File: src/rtl/nn_pkg.sv
// Shared constants and types for the neuron datapath and the sigmoid LUT stage.
package nn_pkg;

  localparam int LUT_DEPTH = 500;
  localparam int LUT_HALF  = LUT_DEPTH / 2;
  localparam int FRAC_BITS = 8;

  typedef logic signed [63:0] lut_idx_t;

  typedef enum logic [1:0] {
    ACC = 2'd0,
    QNT = 2'd1,
    OUT = 2'd2
  } mac_state_e;

endpackage

File: src/rtl/neuron_mac_quant_if.sv
// Beat input stream and quantised-index output handshake of the neuron MAC stage.
interface neuron_mac_quant_if #(
  parameter int DATA_W = 16
);
  import nn_pkg::*;

  logic              in_valid;
  logic              in_ready;
  logic [DATA_W-1:0] in_x;
  logic [DATA_W-1:0] in_w;
  logic [DATA_W-1:0] in_bias;
  logic              in_last;
  logic              out_valid;
  logic              out_ready;
  lut_idx_t          out_idx;
  logic              err_len;

  // Producer of beats / consumer of indices.
  modport master (
    output in_valid, in_x, in_w, in_bias, in_last, out_ready,
    input  in_ready, out_valid, out_idx, err_len
  );

  // The MAC stage itself.
  modport slave (
    input  in_valid, in_x, in_w, in_bias, in_last, out_ready,
    output in_ready, out_valid, out_idx, err_len
  );

endinterface

File: src/rtl/idx_saturate.sv
// Converts a full-precision accumulator into a clamped, sign-extended LUT index.
module idx_saturate
  import nn_pkg::*;
#(
  parameter int ACC_W = 43,
  parameter int SHIFT = 12,
  parameter int HALF  = 250
) (
  input  logic signed [ACC_W-1:0] acc_i,
  output lut_idx_t                idx_o
);

  localparam logic signed [ACC_W-1:0] HI = ACC_W'(HALF - 1);
  localparam logic signed [ACC_W-1:0] LO = ACC_W'(-HALF);

  logic signed [ACC_W-1:0] q;
  logic signed [ACC_W-1:0] clamped;

  // Floor-shift to index resolution, then clamp into the LUT address range.
  always_comb begin
    q       = acc_i >>> SHIFT;
    clamped = q;
    if (q > HI) begin
      clamped = HI;
    end else if (q < LO) begin
      clamped = LO;
    end
    idx_o = 64'(clamped);
  end

endmodule

File: src/rtl/neuron_mac_quant.sv
// Single-neuron multiply-accumulate with bias, quantised to a sigmoid LUT index.
module neuron_mac_quant #(
  parameter int DATA_W    = 16,
  parameter int FRAC_BITS = nn_pkg::FRAC_BITS,
  parameter int MAX_N     = 1024,
  parameter int IDX_SHIFT = 12,
  parameter int LUT_HALF  = nn_pkg::LUT_HALF
) (
  input  logic              Clk,
  input  logic              Reset,
  neuron_mac_quant_if.slave bus
);
  import nn_pkg::*;

  // Wide enough that MAX_N full-scale products plus bias cannot overflow.
  localparam int ACC_W = 2 * DATA_W + $clog2(MAX_N) + 1;
  localparam int CNT_W = (MAX_N > 1) ? $clog2(MAX_N) : 1;
  localparam logic [CNT_W-1:0] LAST_CNT = CNT_W'(MAX_N - 1);

  mac_state_e              state_q, state_d;
  logic signed [ACC_W-1:0] acc_q, acc_d;
  logic [CNT_W-1:0]        beat_cnt_q, beat_cnt_d;
  logic                    first_q, first_d;
  logic                    out_valid_q, out_valid_d;
  lut_idx_t                out_idx_q, out_idx_d;
  logic                    err_len_q, err_len_d;

  logic signed [2*DATA_W-1:0] prod;
  logic signed [ACC_W-1:0]    prod_ext;
  logic signed [ACC_W-1:0]    bias_ext;
  logic                       beat;
  lut_idx_t                   idx_sat;

  idx_saturate #(
    .ACC_W (ACC_W),
    .SHIFT (IDX_SHIFT),
    .HALF  (LUT_HALF)
  ) u_sat (
    .acc_i (acc_q),
    .idx_o (idx_sat)
  );

  // Full-precision product and bias aligned to the product's 2*FRAC_BITS scale.
  always_comb begin
    prod     = $signed(bus.in_x) * $signed(bus.in_w);
    prod_ext = ACC_W'(prod);
    bias_ext = ACC_W'($signed(bus.in_bias)) <<< FRAC_BITS;
    beat     = bus.in_valid && (state_q == ACC);
  end

  // Next-state logic: accumulate beats, quantise once, hold result until taken.
  always_comb begin
    state_d     = state_q;
    acc_d       = acc_q;
    beat_cnt_d  = beat_cnt_q;
    first_d     = first_q;
    out_valid_d = out_valid_q;
    out_idx_d   = out_idx_q;
    err_len_d   = 1'b0;
    case (state_q)
      ACC: begin
        if (beat) begin
          acc_d      = (first_q ? bias_ext : acc_q) + prod_ext;
          beat_cnt_d = beat_cnt_q + 1'b1;
          first_d    = 1'b0;
          if (bus.in_last || (beat_cnt_q == LAST_CNT)) begin
            state_d = QNT;
          end
          // Neuron ran out of beats without in_last: close it anyway and flag it.
          if ((beat_cnt_q == LAST_CNT) && !bus.in_last) begin
            err_len_d = 1'b1;
          end
        end
      end
      QNT: begin
        out_idx_d   = idx_sat;
        out_valid_d = 1'b1;
        state_d     = OUT;
      end
      OUT: begin
        if (bus.out_ready) begin
          out_valid_d = 1'b0;
          acc_d       = '0;
          beat_cnt_d  = '0;
          first_d     = 1'b1;
          state_d     = ACC;
        end
      end
      default: begin
        state_d = ACC;
      end
    endcase
  end

  // State registers; reset drops any partial neuron.
  always_ff @(posedge Clk or posedge Reset) begin
    if (Reset) begin
      state_q     <= ACC;
      acc_q       <= '0;
      beat_cnt_q  <= '0;
      first_q     <= 1'b1;
      out_valid_q <= 1'b0;
      out_idx_q   <= '0;
      err_len_q   <= 1'b0;
    end else begin
      state_q     <= state_d;
      acc_q       <= acc_d;
      beat_cnt_q  <= beat_cnt_d;
      first_q     <= first_d;
      out_valid_q <= out_valid_d;
      out_idx_q   <= out_idx_d;
      err_len_q   <= err_len_d;
    end
  end

  assign bus.in_ready  = (state_q == ACC);
  assign bus.out_valid = out_valid_q;
  assign bus.out_idx   = out_idx_q;
  assign bus.err_len   = err_len_q;

endmodule

File: src/flat_wrapper.sv
// flat-port wrapper written by rule: the top's interface ports become plain ports
module neuron_mac_quant_flat import nn_pkg::*;
#(
  parameter int DATA_W    = 16,
  parameter int FRAC_BITS = nn_pkg::FRAC_BITS,
  parameter int MAX_N     = 1024,
  parameter int IDX_SHIFT = 12,
  parameter int LUT_HALF  = nn_pkg::LUT_HALF
)
  (Clk, Reset, bus_in_valid, bus_in_x, bus_in_w, bus_in_bias, bus_in_last, bus_out_ready, bus_in_ready, bus_out_valid, bus_out_idx, bus_err_len);
  neuron_mac_quant_if #(.DATA_W(DATA_W)) bus_i ();
  input  logic Clk;
  input  logic Reset;
  input wire logic [$bits(bus_i.in_valid)-1:0] bus_in_valid;
  input wire logic [$bits(bus_i.in_x)-1:0] bus_in_x;
  input wire logic [$bits(bus_i.in_w)-1:0] bus_in_w;
  input wire logic [$bits(bus_i.in_bias)-1:0] bus_in_bias;
  input wire logic [$bits(bus_i.in_last)-1:0] bus_in_last;
  input wire logic [$bits(bus_i.out_ready)-1:0] bus_out_ready;
  output wire logic [$bits(bus_i.in_ready)-1:0] bus_in_ready;
  output wire logic [$bits(bus_i.out_valid)-1:0] bus_out_valid;
  output wire logic [$bits(bus_i.out_idx)-1:0] bus_out_idx;
  output wire logic [$bits(bus_i.err_len)-1:0] bus_err_len;
  assign bus_i.in_valid = bus_in_valid;
  assign bus_i.in_x = bus_in_x;
  assign bus_i.in_w = bus_in_w;
  assign bus_i.in_bias = bus_in_bias;
  assign bus_i.in_last = bus_in_last;
  assign bus_i.out_ready = bus_out_ready;
  assign bus_in_ready = bus_i.in_ready;
  assign bus_out_valid = bus_i.out_valid;
  assign bus_out_idx = bus_i.out_idx;
  assign bus_err_len = bus_i.err_len;
  neuron_mac_quant #(.DATA_W(DATA_W), .FRAC_BITS(FRAC_BITS), .MAX_N(MAX_N), .IDX_SHIFT(IDX_SHIFT), .LUT_HALF(LUT_HALF)) u_core (.Clk(Clk), .Reset(Reset), .bus(bus_i));
endmodule
File: config.mk
export PLATFORM = sky130hd
export DESIGN_NAME = neuron_mac_quant_flat
export DESIGN_NICKNAME = d
export VERILOG_FILES = /design/src/rtl/nn_pkg.sv /design/src/rtl/neuron_mac_quant_if.sv /design/src/rtl/idx_saturate.sv /design/src/rtl/neuron_mac_quant.sv /design/src/flat_wrapper.sv
export SDC_FILE = /design/constraint.sdc
export NUM_CORES = 1
export LEC_CHECK = 0
export ABC_AREA = 1
export CORE_MARGIN = 2
export CORE_UTILIZATION = 30
export CTS_CLUSTER_SIZE = 28
export DETAILED_ROUTE_END_ITERATION = 16
export MAX_ROUTING_LAYER = met4
export PLACE_DENSITY = 0.5
export SLEW_MARGIN = 20
export SYNTH_ARGS = -nofsm -noshare
export SYNTH_HDL_FRONTEND = slang
export SYNTH_HIERARCHICAL = 1
export SYNTH_SLANG_ARGS = --single-unit
File: constraint.sdc
create_clock -name Clk -period 10.5 [get_ports Clk]
set_input_delay 1.05 -clock Clk [delete_from_list [all_inputs] [get_ports Clk]]
set_output_delay 1.05 -clock Clk [all_outputs]
set_load 0.01 [all_outputs]
Word level (Yosys, flattened, before mapping)
Index checks and enable logic that the tools add are counted.
{ "word_totals": {"reg_bits": 101, "latch_bits": 0, "ram_bits": 0, "romBits": 0, "in_bits": 53, "output_inout_bits": 67, "n_memories": 0} }
{ "op_classes": {"addsub": 2, "multipliers": 1, "div": 0, "order_cmp": 2, "n_eq_ne": 6, "shifts": 0, "mux": 21, "bitwise_logic": 0, "n_reduce_logical": 10} }
{ "ops": {"columns": ["operator", "n"], "rows": [
  ["$mux W43", 5],
  ["$pmux W43 S2", 1],
  ["$add A43 B32 Y43", 1],
  ["$mul A16 B16 Y32", 1],
  ["$gt A31 B9 Y1 const B", 1],
  ["$lt A31 B9 Y1 const B", 1],
  ["$mux W10", 2],
  ["$pmux W10 S2", 1],
  ["$add A10 B1 Y10 const B", 1],
  ["$eq A10 B10 Y1 const B", 1],
  ["$mux W1", 6],
  ["$mux W2", 3],
  ["$pmux W2 S3", 1],
  ["$reduce_and A3 Y1", 2],
  ["$ne A2 B1 Y1 const B", 2],
  ["$pmux W1 S2", 2],
  ["$reduce_bool A2 Y1", 2],
  ["$eq A2 B1 Y1 const B", 1],
  ["$eq A2 B2 Y1 const B", 1],
  ["$logic_and A1 B1 Y1", 2],
  ["$logic_not A2 Y1", 1],
  ["$ne A2 B2 Y1 const B", 1],
  ["$reduce_and A2 Y1", 1],
  ["$logic_not A1 Y1", 1],
  ["$logic_or A1 B1 Y1", 1]
]} }

Depth between registers and ports, before layout
Gate-level depths: netlist (run 1).
{ "logic_depth": {"depth_word": 5, "ltp_mapped": 30, "depth_no_buf": 28} }

Hierarchy
Netlist (run 1), hierarchy kept.
{ "modules_own_cells": {"columns": ["mod", "n_inst", "cells_each", "area_per_inst_um2"], "rows": [
  ["neuron_mac_quant", 1, 2434, 19378.6],
  ["idx_saturate", 1, 210, 997.2]
]} }

Worst setup path before layout (run 1)
No wires, ideal clock.
{ "synth_timing": {"path_type": "in2reg", "start": "in bus_in_x[15]", "end": "reg u_core.acc_q[37]", "setup_time_ns": 0.117, "arrival_ns": 6.595, "t_required_ns": 10.383, "slack_ns": 3.787, "stages": 23, "n_path_buf": 1, "cell_sequence": "clkbuf_1 -> nand2_1 -> inv_1 -> fa_1 -> inv_1 -> fa_1 -> fa_1 -> fa_1 -> inv_1 -> fa_1 -> inv_1 -> fa_1 -> inv_1 -> ha_1 -> nand2_1 -> nor2_1 -> inv_1 -> nor3_2 -> nand3_1 -> nand3_1 -> nand2_1 -> nand3_1 -> nand2_1"} }
{ "synth_via": {"elab_chain_cells": 4} }
{ "synth_lines": {"columns": ["element", "line", "source"], "rows": [
  ["from (decl)", "flat_wrapper.sv:15", "input wire logic [$bits(bus_i.in_x)-1:0] bus_in_x;"],
  ["$mul A16 B16 Y32", "neuron_mac_quant.sv:45", "prod = $signed(bus.in_x) * $signed(bus.in_w);"],
  ["$add A43 B32 Y43", "neuron_mac_quant.sv:63", "acc_d = (first_q ? bias_ext : acc_q) + prod_ext;"],
  ["$mux W43", "neuron_mac_quant.sv:62", "if (beat) begin"],
  ["$pmux W43 S2", "neuron_mac_quant.sv:60", "case (state_q)"],
  ["to (signal assigned)", "neuron_mac_quant.sv:99", "acc_q <= '0;"],
  ["to (signal assigned)", "neuron_mac_quant.sv:107", "acc_q <= acc_d;"],
  ["to (decl)", "neuron_mac_quant.sv:21", "logic signed [ACC_W-1:0] acc_q, acc_d;"]
]} }
No other way between the ends. The select of a mux whose other input is x is not followed.
A chain may end at the register's enable or synchronous reset.

Worst setup path in the final report (run 1)
Ends and elaborated chain as after synthesis.

==> reports/metrics.csv, run 1 <==
metric,value,unit
synth_xor_area_frac,0.003439,
synth_edf_count,0,
vias_per_cell,4.421,
clockBufferDepth,2,
status,completed,
yosysUniqueCellTypes,41,
clk_latency,0.42,ns
synth.mux.area_fraction,0.03537,
clk_root_buffer_cell,clkbuf_16,
clk_pin_slew,0.07,ns
cp_max_fo,16,
grt_use_met1,0.2123,
cts-resized-gates,0,
synthArstFlopShare,1.000,
post-cts-setup-buffer-count,0,
synth_top_family_by_area,adder cells,
synthAdderAreaFrac,0.4115,
die_y,264.6,um
hold_class,flop to flop,
cts-buffers-inserted,17,
fmax,0.1267,GHz
ys_ff_latch,122,
skew,0.01269,ns
area_growth,11.50,%
drtAntennaViolNets,0,
setup_violations,0,
die-area,70020,um2
drt_iter0_markers,922,
final_common_cell,inv_1,
syn_area_per_cell,7.706,um2
r2r_slack,3.76,ns
antenna_cells,0,
syn_area,20380,um2
grt_pass1_vias,17190,
io_pins,120,
yosys.area_share.simple,0.1929,
hp-start,u_core/beat_cnt_q[8]$_DFFE_PP0P_,
min_to,u_core/beat_cnt_q[8]$_DFFE_PP0P_,
reg2reg_to,u_core/acc_q[38]$_DFFE_PP0P_,
synth_compound_area_frac,0.03482,
timing.slew.headroom,0.3181,
tritoncts,done,
firstDrtPassIters,5,
crit_arrival,8.20,ns
start_util,0.3034,
maxSlewViolCount,0,
grt_util_met2,0.3130,
grt_pass1_wl,93410,um
finalSetupTns,0,ns
worst_ep_required_time,10.81,ns
vias,15730,
hold_buffers,0,
die_x,264.6,um
rows,95,
n_fill_cell,7066,
tightest_slew,1.022,ns
drc,0,
hold_violations,0,
h-tree-depth,4,
core_area,67160,um2
synth_flop_cell,dfrtp_1,
grt_use_total,0.1738,
grt_max_degree,66,
busiest_layer,met2,
dp_hpwl,47360,um
synthCells,2644,
synth_fp_nets,3162,
grt-ovfl-total,0,
grt_antenna_before_repair,0,
met3_usage,0.01477,
final_cell_mix,"761 x inv_1, 709 x nand2_1, 342 x fa_1",
synth-seq-area-share,0.1499,
fin_nets,3189,
ys_warn_count,6,
cp-end-kind,flop,
path_class,input port to flop,
wl_per_cell,15.86,um
cts.sinks,122,
place.gp.congestion,0.9099,
drt_wl_total,56420,um
start_kind,input port,
seqCellArea,3054,um2
holdWs,0.4709,ns
whs_path_depth,1,
rsz0062_at_grt,false,
reg2reg_from,u_core/first_q$_DFFE_PP1P_,
r2r_cells,20,
multi_input_area,13820,um2
maxCapViolations,0,
final.period_utilization,0.7518,
drive_gt1_frac,0.06259,
port_buffers,119,
period_minus_slack,7.894,ns
-- cells in the mapped netlist, types with 16 or more instances --
library cell	number	area, um2
nand2_2	16	100.1
fa_1	342	6847
nor2_2	17	106.4
buf_4	33	247.7
clkbuf_1	72	270.3
o21ai_0	54	270.3
mux2_2	64	720.7
nor2_1	120	450.4
ha_1	123	1539
dfrtp_1	121	3028
nand3_1	55	275.3
inv_1	763	2864
a21oi_1	41	205.2
nand2_1	710	2665
-- worst max-delay path by stage --
stage,from,endpoint,slack (ns),cells after the start
global placement,bus_in_x[15],u_core/acc_q[37]$_DFFE_PP0P_,2.32,23
global route,bus_in_x[15],u_core/acc_q[37]$_DFFE_PP0P_,2.18,23
finish,bus_in_x[15],u_core/acc_q[37]$_DFFE_PP0P_,2.61,23
floorplan,bus_in_x[15],u_core/acc_q[37]$_DFFE_PP0P_,3.79,23
detailed placement,bus_in_x[15],u_core/acc_q[37]$_DFFE_PP0P_,2.20,23
CTS,bus_in_x[15],u_core/acc_q[37]$_DFFE_PP0P_,2.62,23
-- critical path, stage by stage --
cell and delay (ns):
clkdlybuf4s50_1 0.75, nand2_1 0.31, inv_1 0.10, fa_1 0.69, inv_1 0.14, fa_1 0.90, fa_1 0.64, fa_1 0.76
inv_1 0.23, fa_1 0.52, inv_1 0.05, fa_1 0.47, inv_1 0.04, ha_1 0.41, nand2_1 0.12, nor2_1 0.24
inv_1 0.12, nor3_2 0.20, nand3_1 0.13, nand3_1 0.11, nand2_1 0.06, nand3_1 0.07, nand2_1 0.07
-- metrics by stage --
step                cell area, um2  worst slack, ns  std cells  utilization
floorplan                    20380            3.787       2644            -
global placement             22130            2.324       3525       0.3296
detailed placement           22130            2.196       3525       0.3296
CTS                          22720            2.625       3557       0.3383
global route                 22720            2.182       3557       0.3383
finish                       22720            2.606       3557       0.3383
-- kinds of logic (layout without fill, tap and decap cells) --
family / after synthesis / count (layout)
XOR/XNOR: 8 / 8
adder cells (fa/ha/maj): 465 / 465
flip-flops: 122 / 122
AND/OR/NAND/NOR: 964 / 964
buffers and inverters: 890 / 930
AO/OA/AOI/OAI: 131 / 131
multiplexers: 64 / 64
-- cell type report --
type / count / area share
clock buffer: 18 / 0.01933
clock inverter: 14 / 0.006444
inverter: 766 / 0.1267
multi-input combinational: 1632 / 0.6083
sequential: 122 / 0.1344
tap: 873 / 0.04808
timing repair buffer: 132 / 0.05673
-- metal layers --
metal	share of wire	vias up
met5	0	-
met4	0.019	0
met3	0.027	53
met2	0.52	256
met1	0.43	7822
li1	-	7594
-- flip-flops by register name, indices dropped and copies added (netlist names) --
register and flops:
u_core/bus.out_idx 64, u_core/acc_q 43, u_core/beat_cnt_q 10, u_core/state_q 2, u_core/bus.err_len 1, u_core/bus.out_valid 1
u_core/first_q 1
Power of run 1 is not shown: default switching activity piles up to over one toggle a cycle in this logic, so the estimate is an artifact.
==> inputs of run 2 (changes only) <==
--- a/config.mk
+++ b/config.mk
@@ -11,7 +11,7 @@
 export CTS_CLUSTER_SIZE = 28
 export DETAILED_ROUTE_END_ITERATION = 16
 export MAX_ROUTING_LAYER = met4
-export PLACE_DENSITY = 0.5
+export PLACE_DENSITY = 0.51
 export SLEW_MARGIN = 20
 export SYNTH_ARGS = -nofsm -noshare
 export SYNTH_HDL_FRONTEND = slang
==> constraint.sdc (replaced) <==
create_clock -name Clk -period 6.87 [get_ports Clk]
set_input_delay 0.687 -clock Clk [delete_from_list [all_inputs] [get_ports Clk]]
set_output_delay 0.687 -clock Clk [all_outputs]
set_load 0.01 [all_outputs]
==> run 2 against run 1 <==
Clock skew fell by 0.00073 ns. Critical path depth rose by 2. Non-clock buffer count increased by 105. Sequential cell count unchanged. Core utilization up 1.4 points. Routed wire length fell by 2.4%. Die area is the same. Via count grew 1.7%. Critical path type unchanged. Design area up 4.2%. Highest routed layer unchanged.
==> reports/metrics.csv, run 2 (synthesis results as in run 1) <==
metric,value,unit,change
status,completed,,
timing.slew.headroom,0.3716,,+0.05349
met3_usage,0.01533,,+0.0005574
antenna_cells,0,,unchanged
cp-end-kind,flop,,
final.period_utilization,0.9411,,
maxCapViolations,0,,unchanged
io_pins,120,,unchanged
start_kind,input port,,
hold_buffers,0,,unchanged
dpl_cell_area,23110,um2,+4.4%
final_cell_mix,"762 x inv_1, 709 x nand2_1, 342 x fa_1",,
cp_max_fo,16,,unchanged
hp-start,u_core/beat_cnt_q[8]$_DFFE_PP0P_,,
cts.sinks,122,,unchanged
min_to,u_core/beat_cnt_q[8]$_DFFE_PP0P_,,
largest_register_ffs,64,,unchanged
n_fill_cell,7119,,+0.75%
r2r_slack,1.02,ns,-2.74 ns
cts-buffers-inserted,17,,unchanged
firstDrtPassIters,5,,unchanged
drtAntennaViolNets,0,,unchanged
tightest_slew,0.9415,ns,-0.08015 ns
slowest_stage,fa_1,,
grt_use_met1,0.2092,,-0.003138
hold_class,flop to flop,,
wl_per_cell,15.03,um,-5.2%
port_buffers,119,,unchanged
crit_family,adder cells,,
cp_common_cell,fa_1,,
skew,0.01195,ns,-0.0007319 ns
reg2reg_to,u_core/acc_q[37]$_DFFE_PP0P_,,
grt_use_total,0.1717,,-0.002053
h-tree-depth,4,,unchanged
die-area,70020,um2,unchanged
cts-resized-gates,0,,unchanged
setup_violations,0,,unchanged
rows,95,,unchanged
vias_per_cell,4.367,,-1.2%
drc,0,,unchanged
clk_root_buffer_cell,clkbuf_16,,
period_minus_slack,6.465,ns,
r2r_cells,20,,unchanged
grt_pass1_wl,92300,um,-1.2%
fin_nets,3294,,+3.3%
path_buf_inv,8,,+1
drt_wl_total,55060,um,-2.4%
vias,15990,,+1.7%
start_util,0.3034,,unchanged
clockBufferDepth,2,,unchanged
clk_latency,0.42,ns,about the same
path_class,input port to flop,,
fmax,0.1547,GHz,
stdcell_area,23680,um2,+4.2%
tritoncts,done,,
dp_hpwl,47250,um,-0.23%
whs_path_depth,1,,unchanged
place.gp.congestion,0.9071,,-0.31%
grt_pass1_vias,17280,,+0.51%
drive_gt1_frac,0.09753,,+0.03493
clk_pin_slew,0.06,ns,about the same
final_common_cell,inv_1,,
grt_max_degree,67,,+1.5%
max_stage_delay,0.66,ns,-0.24 ns
crit_arrival,6.77,ns,-1.43 ns
area_growth,16.23,%,
busiest_layer,met2,,
reg2reg_from,u_core/first_q$_DFFE_PP1P_,,
core_area,67160,um2,unchanged
worst_ep_required_time,7.17,ns,-3.64 ns
die_x,264.6,um,unchanged
grt_antenna_before_repair,1,,+1
rsz0062_at_grt,false,,
grt-ovfl-total,0,,unchanged
drt_iter0_markers,796,,-14%
post-cts-setup-buffer-count,0,,unchanged
maxSlewViolCount,0,,unchanged
die_y,264.6,um,unchanged
grt_util_met2,0.3027,,-0.01031
hold_violations,0,,unchanged
run 2: changes by cell type in the layout (fill, tap and decap cells not counted), moves of 2 or more:
cell,before,now
buf_12,0,15
buf_4,13,103
clkinvlp_4,2,4
inv_6,8,6
inv_8,2,0
run 2: worst register-to-register path: cells and delay by family (launching register included):
| kind | cells | cell delay, ns |
|---|---|---|
| fa+ha+maj | 6 | 2.87 |
| simple gates | 9 | 1.13 |
| compound gates | 1 | 0.70 |
| buf+inv | 4 | 0.52 |
| flops | 1 | 0.52 |
run 2: worst max path at each step:
stage            startpoint                           end  slack, ns  depth (start not counted)
2_1_floorplan  bus_in_x[15]  u_core/acc_q[37]$_DFFE_PP0P_       0.52                         23
3_3_place_gp   bus_in_x[15]  u_core/acc_q[39]$_DFFE_PP0P_      0.007                         25
3_5_place_dp   bus_in_x[15]  u_core/acc_q[39]$_DFFE_PP0P_      -0.05                         25
4_1_cts        bus_in_x[15]  u_core/acc_q[39]$_DFFE_PP0P_       0.39                         25
5_1_grt        bus_in_x[15]  u_core/acc_q[36]$_DFFE_PP0P_      0.006                         25
6_report       bus_in_x[15]  u_core/acc_q[39]$_DFFE_PP0P_       0.40                         25
run 2: through the flow:
| step | hold WS (ns) | instances | utilization | setup slack [ns] | setup TNS [ns] |
|---|---|---|---|---|---|
| 6_report | 0.4700 | 3662 | 0.3526 | 0.4049 | 0 |
| 5_1_grt | 0.5145 | 3662 | 0.3526 | 0.005649 | 0 |
| 4_1_cts | 0.4712 | 3662 | 0.3526 | 0.3893 | 0 |
| 3_5_place_dp | 0.4529 | 3630 | 0.3441 | -0.04824 | -0.04824 |
| 3_3_place_gp | 0.4514 | 3630 | 0.3441 | 0.006995 | 0 |
| 2_1_floorplan | 0.4328 | 2644 | - | 0.5204 | 0 |
run 2: final cells by class:
| cell class | count | area [um2] | area share |
|---|---|---|---|
| clock buffer | 18 | 439.2 | 0.01854 |
| clock inverter | 14 | 135.1 | 0.005706 |
| inverter | 766 | 2878 | 0.1215 |
| multi-input combinational | 1632 | 13820 | 0.5835 |
| sequential | 122 | 3054 | 0.1290 |
| tap | 873 | 1092 | 0.04612 |
| timing repair buffer | 237 | 2265 | 0.09563 |
run 2: routing by layer:
layer / share of wire / routed length, um
met5: 0 / 0
met4: 0.031 / 1690
met3: 0.031 / 1696
met2: 0.51 / 28210
met1: 0.43 / 23460
Power of run 2 is left out for the same reason.
==> inputs of run 3 (changes only) <==
--- a/config.mk
+++ b/config.mk
@@ -6,14 +6,13 @@
 export NUM_CORES = 1
 export LEC_CHECK = 0
 export ABC_AREA = 1
+export CAP_MARGIN = 20
 export CORE_MARGIN = 2
 export CORE_UTILIZATION = 30
 export CTS_CLUSTER_SIZE = 28
 export DETAILED_ROUTE_END_ITERATION = 16
 export MAX_ROUTING_LAYER = met4
-export PLACE_DENSITY = 0.51
-export SLEW_MARGIN = 20
+export PLACE_DENSITY = 0.52
 export SYNTH_ARGS = -nofsm -noshare
 export SYNTH_HDL_FRONTEND = slang
-export SYNTH_HIERARCHICAL = 1
 export SYNTH_SLANG_ARGS = --single-unit
==> run 3 against run 2 <==
Worst hold slack improved by 0.011 ns. Routed wire length fell by 2.3%. Sequential cell count shrank 33. Synthesized cell count fell by 5.0%. Clock-buffer cell count fell by 8. Largest cell class unchanged.
==> reports/metrics.csv, run 3 <==
metric,value,unit,change
drt_wl_total,53780,um,-2.3%
synth-seq-area-share,0.1187,,-0.03121
vias_per_cell,4.389,,+0.49%
skew,0.01721,ns,+0.005257 ns
port_buffers,119,,unchanged
seqCellArea,2228,um2,-27%
synthTopCellsByArea,"fa_1 36%, inv_1 15%, nand2_1 13%",,
synth_most_common_cell,inv_1,,
tritoncts,done,,
synth_edf_count,0,,unchanged
cp_max_fo,7,,-9
period_minus_slack,6.459,ns,-0.006388 ns
maxSlewViolCount,0,,unchanged
ys_warn_count,0,,-6
clk_root_buffer_cell,clkbuf_16,,
setup_violations,0,,unchanged
rows,91,,-4.2%
synthArstFlopShare,1.000,,unchanged
synth_top_area_frac,0.3646,,+0.02862
synth_flop_cell,dfrtp_1,,
clk_latency,0.36,ns,-0.06 ns
synthCells,2511,,-5.0%
fmax,0.1548,GHz,about the same
start_util,0.3037,,+0.0003054
grt_use_total,0.1813,,+0.009547
firstDrtPassIters,5,,unchanged
vias,15150,,-5.2%
grt_pass1_vias,16530,,-4.3%
final.period_utilization,0.9401,,about the same
worst_ep_required_time,7.12,ns,-0.05 ns
status,completed,,
rsz0062_at_grt,false,,
grt_antenna_before_repair,0,,-1
cp-end-kind,flop,,
ys_ff_latch,89,,-27%
fin_nets,3129,,-5.0%
tightest_slew,0.9188,ns,-0.02276 ns
yosysUniqueCellTypes,43,,+4.9%
crit_arrival,6.71,ns,-0.06 ns
final_cell_mix,"726 x inv_1, 664 x nand2_1, 341 x fa_1",,
area_growth,14.84,%,
grt_pass1_wl,88860,um,-3.7%
die_y,254.2,um,-3.9%
drc,0,,unchanged
wl_per_cell,15.57,um,+3.6%
timing.slew.headroom,0.3875,,+0.01587
ys_top_cells_by_count,"727 x inv_1, 664 x nand2_1, 342 x fa_1, 123 x ha_1, 116 x nor2_1",,
synth_top_area_cell,fa_1,,
final_common_cell,inv_1,,
grt_max_degree,68,,+1.5%
drive_gt1_frac,0.06460,,-0.03292
syn_area_per_cell,7.478,um2,-3.0%
h-tree-depth,3,,-1
die_x,254.2,um,-3.9%
drt_iter0_markers,779,,-2.1%
drtAntennaViolNets,0,,unchanged
die-area,64610,um2,-7.7%
place.gp.congestion,0.8997,,-0.82%
io_pins,120,,unchanged
finalSetupTns,0,ns,unchanged
syn_area,18780,um2,-7.8%
hold_violations,0,,unchanged
grt-ovfl-total,0,,unchanged
hold_class,flop to flop,,
maxCapViolations,0,,unchanged
n_fill_cell,6545,,-8.1%
regMostFlops,u_core.acc_q,,
cts.sinks,89,,-27%
core_area,61830,um2,-7.9%
path_class,input port to flop,,
start_kind,input port,,
cts-buffers-inserted,9,,-8
multi_input_area,13150,um2,-4.8%
dp_hpwl,46620,um,-1.3%
clk_pin_slew,0.08,ns,+0.02 ns
synth_fp_nets,3029,,-4.2%
antenna_cells,0,,unchanged
largest_register_ffs,43,,-33%
clockBufferDepth,2,,unchanged
==> run 3: cell types whose count changed in the layout (fill, tap and decap cells not counted), sizes merged, moves of 6 or more <==
cell    before  now
nor4         2    8
inv        772  745
dfrtp      121   88
o211ai       0   26
a21oi       43   61
clkbuf      18   10
buf        118   93
nand2      726  674
o21ai       65   75
nor2       140  128
mux2        64    0
nand3       61   55
==> run 3: through the flow <==
step / setup WS, ns / cell area, um2 / utilization / hold slack (ns) / instances
2_1_floorplan: 0.5299 / 18780 / - / 0.4555 / 2511
3_3_place_gp: -0.1369 / 21210 / 0.3431 / 0.4597 / 3429
3_5_place_dp: -0.1897 / 21210 / 0.3431 / 0.4614 / 3429
4_1_cts: 0.1441 / 21490 / 0.3476 / 0.4827 / 3445
5_1_grt: 0.02214 / 21560 / 0.3488 / 0.5052 / 3453
6_report: 0.4113 / 21560 / 0.3488 / 0.4809 / 3453
==> run 3: repair_timing <==
item                       in CTS  in global routing
buffers inserted                0                  7
setup endpoints to repair       0                 12
gates resized for setup         0                  4
hold buffers                    0                  0
==> run 3: kinds of logic (layout without fill, tap and decap cells) <==
logic type,count (synthesis),count (layout),share of synthesized area
buffers and inverters,867,972,0.1812
adder cells (fa/ha/maj),465,465,0.4466
AND/OR/NAND/NOR,899,899,0.1940
XOR/XNOR,2,2,0.0009331
AO/OA/AOI/OAI,189,189,0.05864
flip-flops,89,89,0.1187
==> run 3: path summary, 6_finish.rpt <==
check,from,end,slack (ns),depth (start not counted)
worst min register to register,u_core.bus.out_valid$_DFFE_PP0P_,u_core.bus.out_valid$_DFFE_PP0P_,0.48,2
min in group asynchronous,Reset,u_core.bus.out_idx[19]$_DFFE_PP0P_,0.67,2
worst max register to register,u_core.first_q$_DFFE_PP1P_,u_core.acc_q[42]$_DFFE_PP0P_,1.25,22
max in group asynchronous,Reset,u_core.acc_q[26]$_DFFE_PP0P_,4.90,3
worst min-delay path,u_core.bus.out_valid$_DFFE_PP0P_,u_core.bus.out_valid$_DFFE_PP0P_,0.48,2
worst max-delay path,bus_in_w[10],u_core.acc_q[42]$_DFFE_PP0P_,0.41,23
==> run 3: final cells by class <==
type / count / share of cell area
clock buffer: 10 / 0.01062
clock inverter: 6 / 0.002321
inverter: 744 / 0.1296
multi-input combinational: 1555 / 0.6100
sequential: 89 / 0.1033
tap: 837 / 0.04857
timing repair buffer: 212 / 0.09557
==> run 3: critical path: stages <==
cell and delay, ns:
clkdlybuf4s50_1 0.71, nand2_1 0.22, fa_1 0.75, inv_1 0.10, fa_1 0.52, inv_1 0.05, fa_1 0.49, fa_1 0.51
inv_1 0.05, fa_1 0.47, inv_1 0.05, fa_1 0.47, inv_1 0.04, ha_1 0.35, nand2_1 0.15, nor2_1 0.22
nand2_1 0.16, nor2_1 0.24, nand3_1 0.15, nand3_1 0.12, nand2_1 0.05, nand3_1 0.07, nand2_1 0.06
==> run 3: metal layers <==
layer  global-route usage  vias to the layer above  wire length (um)
li1                     -                     7383                 -
met1               0.2211                     7485             22690
met2               0.3286                      231             28460
met3              0.01092                       55              1332
met4              0.04134                        0              1289
met5                    -                        -                 0
Power of run 3 is left out for the same reason.
==> edit 1 (settings of run 3) <==
`MAX_N` is set to 1024 in 2 places; all go to 2048.
--- a/src/rtl/neuron_mac_quant.sv
+++ b/src/rtl/neuron_mac_quant.sv
@@ -4,3 +4,3 @@
   parameter int FRAC_BITS = nn_pkg::FRAC_BITS,
-  parameter int MAX_N     = 1024,
+  parameter int MAX_N     = 2048,
   parameter int IDX_SHIFT = 12,
--- a/src/flat_wrapper.sv
+++ b/src/flat_wrapper.sv
@@ -5,3 +5,3 @@
   parameter int FRAC_BITS = nn_pkg::FRAC_BITS,
-  parameter int MAX_N     = 1024,
+  parameter int MAX_N     = 2048,
   parameter int IDX_SHIFT = 12,
Function: no difference found for any inputs over 4 cycles, from zero or initial values and one cycle with Reset high; that may be too few to reach the edited logic, so the function may still have changed.
==> edit 1 against run 3 <==
- synthesized area is 2.3% higher
- routed wire length is 4.4% higher
- design area is 3.1% higher
- synthesized cell count is 2.3% higher
- worst setup slack worse by 0.091 ns
- sequential cell count is 3 higher
- non-clock buffer count is 25 higher
- critical path depth is 2 higher
- highest routed layer unchanged
Power is left out: the tool's default activity adds up to more than one toggle a clock period on the data nets, which glitch-free logic cannot reach.
==> edit 1: results (changes against run 3) <==
The launch point of the worst path is bus_in_x[15] (was bus_in_w[10]). The sequential cell area fraction in the yosys report is 0.120 (was 0.119). The maximum level of the CTS H-tree is 3 (unchanged). The clock root buffer master is clkbuf_16 (unchanged). The setup fix buffers added after clock tree synthesis came to 0 (unchanged). The first-pass GRT wire length came out at 94100 µm (was 88900 µm).

The detail-routed via count per cell came out at 4.45 (was 4.39). The launch instance of the worst min-delay path is u_core.bus.out_idx[26] (was u_core.bus.out_valid). The worst reg2reg path depth is 22 (unchanged). Main area contributors after synthesis: fa_1 36%, inv_1 14%, nand2_1 13% (was fa_1 36%, inv_1 15%, nand2_1 13%).

The placement-stage worst setup slack came out at -0.213 ns (was -0.190 ns). The fill cell total of the finished layout is 6644 (was 6545). The via count of the first global-routing pass is 17400 (was 16500).

The count of yosys warnings during synthesis was 0 (unchanged). The number of flip-flops under the largest register name is 44 (was 43). The share of synthesized registers carrying an async set or reset is 1.00 (unchanged).

The clock-pin slew of the registers on the worst-case setup and hold paths is 0.07 ns. The transition at the pin with the smallest max-transition slack came out at 0.907 ns (was 0.919 ns). The reg-to-reg endpoint was u_core.acc_q[24] (was u_core.acc_q[42]). The detail-routed net length per standard cell was 15.8 µm (was 15.6 µm).

The number of antenna violations at the first check in global routing is 0 (unchanged). The number of DRC markers in iteration 0 came out at 895 (was 779). The data arrival time of the critical path came out at 6.80 ns (was 6.71 ns). The cell count after synthesis is 2570 (was 2511). The final RePlAce weighted congestion came out at 0.882 (was 0.900). The post-synth net total is 3094 (was 3029).

The placed instance area came out at 0.0219 mm² (was 0.0212 mm²). The clock latency at the later pin of the worst-skew pair is 0.36 ns (about the same). Result of the run: finished clean (unchanged).

The deepest clock path buffer count is 2 (unchanged). The predominant post-synthesis flop cell is dfrtp_1 (unchanged). Synth cell count leaders: 729 x inv_1, 681 x nand2_1, 346 x fa_1, 125 x ha_1, 125 x nor2_1 (was 727 x inv_1, 664 x nand2_1, 342 x fa_1, 123 x ha_1, 116 x nor2_1).

The highest net fanout along the worst path is 8 (was 7). The global routing usage summed across all routing layers is 0.184 (was 0.181). The register-to-register setup slack is 1.20 ns (was 1.25 ns). The register containing the most flip-flops in the final layout is u_core.acc_q (unchanged). The path category of the worst min-delay check is reg -> reg (unchanged). The placed cell count came out at 3530 (was 3429).

The final HPWL from detailed placement is 48800 µm (was 46600 µm). The launch instance of the worst register-to-register path is u_core.first_q (unchanged). The maximum number of pins on one net before global-route repair came to 64 (was 68). The worst hold path cell count came out at 2 (unchanged).

The fraction of final layout cells sized beyond drive strength 1 came out at 0.0733 (was 0.0646). The final worst clock skew came out at 0.00811 ns (was 0.0172 ns). The net count reported at finish is 3219 (was 3129). The portion of the clock cycle consumed by the worst path in the final layout came to 0.953 (was 0.940).

The number of distinct library cells after synthesis is 47 (was 43). The total number of vias is 15800 (was 15200). The last element of the critical path is u_core.acc_q[41] (was u_core.acc_q[42]).
-- edit 1: stage by stage --
step / util / hold slack [ns]
after CTS: 0.352 / 0.485
final: 0.352 / 0.480
after global placement: 0.346 / 0.461
after detailed placement: 0.346 / 0.463
after global routing: 0.352 / 0.502
after floorplan: - / 0.463
-- edit 1: cells by family after synthesis --
| family | after synthesis | synth area share |
|---|---|---|
| flip-flops | 92 | 0.120 |
| adder cells (fa/ha/maj) | 471 | 0.442 |
| AO/OA/AOI/OAI | 187 | 0.0560 |
| XOR/XNOR | 4 | 0.00182 |
| buffers and inverters | 864 | 0.177 |
| AND/OR/NAND/NOR | 952 | 0.203 |
-- edit 1: timing repair --
item,in CTS,in global routing
resized for setup,0,6
hold buffers,0,0
endpoints found under the setup margin,0,6
-- edit 1: worst min-delay path by stage --
stage,end,slack [ns]
after floorplan,u_core.beat_cnt_q[10],0.46
after global placement,u_core.bus.out_valid,0.46
after detailed placement,u_core.bus.out_valid,0.46
after CTS,u_core.bus.out_idx[13],0.48
after global routing,u_core.bus.out_idx[10],0.50
final,u_core.bus.out_idx[26],0.48
-- edit 1: final cells by class --
cell class              instances  share of cell area
clock buffers                  10              0.0103
clock inverters                 6             0.00422
inverters                     741               0.125
multi-input cells            1614               0.608
flip-flops and latches         92               0.104
well taps                     846              0.0476
repair buffers                237               0.101
-- edit 1: worst max-delay path, cell delays in order --
cell and delay (ns):
clkdlybuf4s50_1 0.41, buf_4 0.18, nand2_2 0.10, inv_1 0.07
fa_1 0.58, inv_1 0.09, fa_1 0.59, buf_12 0.15
fa_2 0.49, fa_1 0.61, inv_1 0.18, fa_1 0.52
inv_1 0.05, fa_1 0.47, inv_1 0.04, ha_1 0.39
nand2_1 0.14, nor2_2 0.17, nand4_1 0.21, nor2_1 0.20
nand3_1 0.19, nand3_1 0.13, nand2_1 0.05, nand3_1 0.06
nand2_1 0.05
-- edit 1: routing by layer --
layer | up-vias | GRT usage | share of wire
li1 | 7625 | - | -
met1 | 7803 | 0.223 | 0.42
met2 | 300 | 0.334 | 0.52
met3 | 62 | 0.0118 | 0.032
met4 | 0 | 0.0431 | 0.024
met5 | - | - | 0
==> edit 2 (flow settings as in run 3) <==
Made on the original files. Re-encode `mac_state_e` (3 states) as one-hot, 3 bits wide.
--- a/src/rtl/nn_pkg.sv
+++ b/src/rtl/nn_pkg.sv
@@ -9,6 +9,6 @@
 
-  typedef enum logic [1:0] {
-    ACC = 2'd0,
-    QNT = 2'd1,
-    OUT = 2'd2
+  typedef enum logic [2:0] {
+    ACC = 3'b001,
+    QNT = 3'b010,
+    OUT = 3'b100
   } mac_state_e;
Function: same outputs for any inputs over 4 cycles, from zero or initial values and one cycle with Reset high; so few cycles prove little.
==> edit 2 against run 3 <==
- design area is 0.45% higher
- worst setup slack improved by 0.0039 ns
- synthesized area is 0.59% lower
- sequential cell count is 1 higher
- routed wire length up 0.65%
- maximum frequency about the same
- die area fell by 0.58%
- critical endpoint is now u_core.acc_q[37]
- register-to-register slack got worse by 0.41 ns
Power is not shown: default switching activity piles up to over one toggle a cycle in this logic, so the estimate is an artifact.
==> edit 2: results (changes against run 3) <==
The detail-routed via count per cell came to 4.39 (about the same). The clock root buffer master is clkbuf_16 (unchanged). The number of flip-flops under the largest register name is 43 (unchanged). The post-synth net total came out at 3017 (was 3029). The launch point of the worst path is bus_in_x[15] (was bus_in_w[10]).

The placement-stage worst setup slack was -0.166 ns (was -0.190 ns). The highest net fanout along the worst path came out at 10 (was 7). The net count reported at finish came out at 3145 (was 3129). The final worst clock skew was 0.0176 ns (was 0.0172 ns).

The register containing the most flip-flops in the final layout is u_core.acc_q (unchanged). The placed instance area is 0.0214 mm² (was 0.0212 mm²). The transition at the pin with the smallest max-transition slack is 0.940 ns (was 0.919 ns). The via count of the first global-routing pass came out at 16600 (was 16500). The final HPWL from detailed placement came out at 47100 µm (was 46600 µm). The share of synthesized registers carrying an async set or reset came to 1.00 (unchanged). The data arrival time of the critical path is 6.71 ns (about the same). The final RePlAce weighted congestion came out at 0.904 (was 0.900).

The overall overflow remaining after global route came out at 0 (unchanged). The first-pass GRT wire length is 89700 µm (was 88900 µm). The number of distinct library cells after synthesis was 39 (was 43). The predominant post-synthesis flop cell is dfrtp_1 (unchanged).

The detail-routed net length per standard cell came to 15.6 µm (about the same). The number of DRC markers in iteration 0 came out at 836 (was 779). The launch instance of the worst register-to-register path was u_core.first_q (unchanged). The hold path endpoint is u_core.bus.out_valid (unchanged). Synth cell count leaders: 732 x inv_1, 646 x nand2_1, 342 x fa_1, 123 x ha_1, 109 x nor2_1 (was 727 x inv_1, 664 x nand2_1, 342 x fa_1, 123 x ha_1, 116 x nor2_1). The post-route worst hold slack is 0.493 ns (was 0.481 ns).

The number of diodes came out at 0 (unchanged). The sequential cell area fraction in the yosys report is 0.121 (was 0.119). The launch instance of the worst min-delay path is u_core.bus.out_valid (unchanged). The maximum number of pins on one net before global-route repair came out at 68 (unchanged). The count of yosys warnings during synthesis is 0 (unchanged). Main area contributors after synthesis: fa_1 37%, inv_1 15%, nand2_1 13% (was fa_1 36%, inv_1 15%, nand2_1 13%).

The path category of the worst min-delay check is reg -> reg (unchanged). The fraction of final layout cells sized beyond drive strength 1 is 0.0604 (was 0.0646). The global routing usage summed across all routing layers is 0.183 (was 0.181). The number of antenna violations at the first check in global routing is 1 (was 0).

Result of the run: finished clean (unchanged). The register-to-register setup slack is 0.84 ns (was 1.25 ns). The reg-to-reg endpoint is u_core.acc_q[37] (was u_core.acc_q[42]).
## edit 2: changes by cell type after synthesis, sizes merged, moves of 3 or more
cell,before,now
a21oi,61,57
a2bb2oi,0,6
clkbuf,82,78
inv,744,739
nand2,674,648
nand3,55,63
nand4,15,18
nor2,128,109
o211ai,26,1
o21ai,75,131
o21bai,7,4
o22ai,13,9
xnor2,2,5
## edit 2: final cells by class
class | count | area [µm²]
clock buffers | 10 | 229
clock inverters | 6 | 48.8
fillers | 6502 | 39900
inverters | 739 | 2780
multi-input cells | 1549 | 13100
flip-flops and latches | 90 | 2250
well taps | 837 | 1050
repair buffers | 238 | 2240
## edit 2: stage by stage
step	TNS, ns	cells
global route	0	3469
global placement	-0.252	3453
finish	0	3469
detailed placement	-0.291	3453
floorplan	0	2499
CTS	0	3469
## edit 2: worst max-delay path, stage by stage
cell             delay, ns
clkdlybuf4s50_1       0.45
buf_12                0.17
nand2_1               0.08
inv_1                 0.07
fa_1                  0.57
inv_1                 0.09
fa_2                  0.68
fa_2                  0.54
fa_1                  0.61
inv_1                 0.16
fa_1                  0.51
inv_1                 0.05
fa_1                  0.47
inv_1                 0.04
ha_1                  0.37
nand2_1               0.15
nor2_4                0.13
nand2_1               0.11
nor2_1                0.17
nand3_1               0.20
nand3_1               0.16
nand2_1               0.06
nand3_1               0.08
nand2_1               0.07
## edit 2: worst max path at each step
stage	to	slack, ns
6_report	u_core.acc_q[37]	0.42
5_1_grt	u_core.acc_q[37]	0.04
4_1_cts	u_core.acc_q[37]	0.18
3_5_place_dp	u_core.acc_q[37]	-0.17
3_3_place_gp	u_core.acc_q[37]	-0.12
2_1_floorplan	u_core.acc_q[42]	0.49
## edit 2: layer usage
metal | global-route usage | routed length [µm] | up-vias
met2 | 0.331 | 28200 | 252
met3 | 0.0121 | 1520 | 51
met5 | - | 0 | -
met4 | 0.0399 | 1220 | 0
li1 | - | - | 7414
met1 | 0.224 | 23200 | 7513
## edit 2: what timing repair did
action | 4_1_cts | 5_1_grt
hold buffers | 0 | 0
endpoints found under the setup margin | 0 | 12
hold endpoints to repair | 0 | 0
gates resized for setup | 0 | 8
## edit 2: logic make-up (layout without fill, tap and decap cells)
logic type | after synthesis | count (layout) | share of synthesized area
compound gates | 214 | 214 | 0.0608
flops | 90 | 90 | 0.121
fa+ha+maj | 465 | 465 | 0.449
xor+xnor | 7 | 7 | 0.00328
buf+inv | 860 | 993 | 0.180
simple gates | 863 | 863 | 0.186
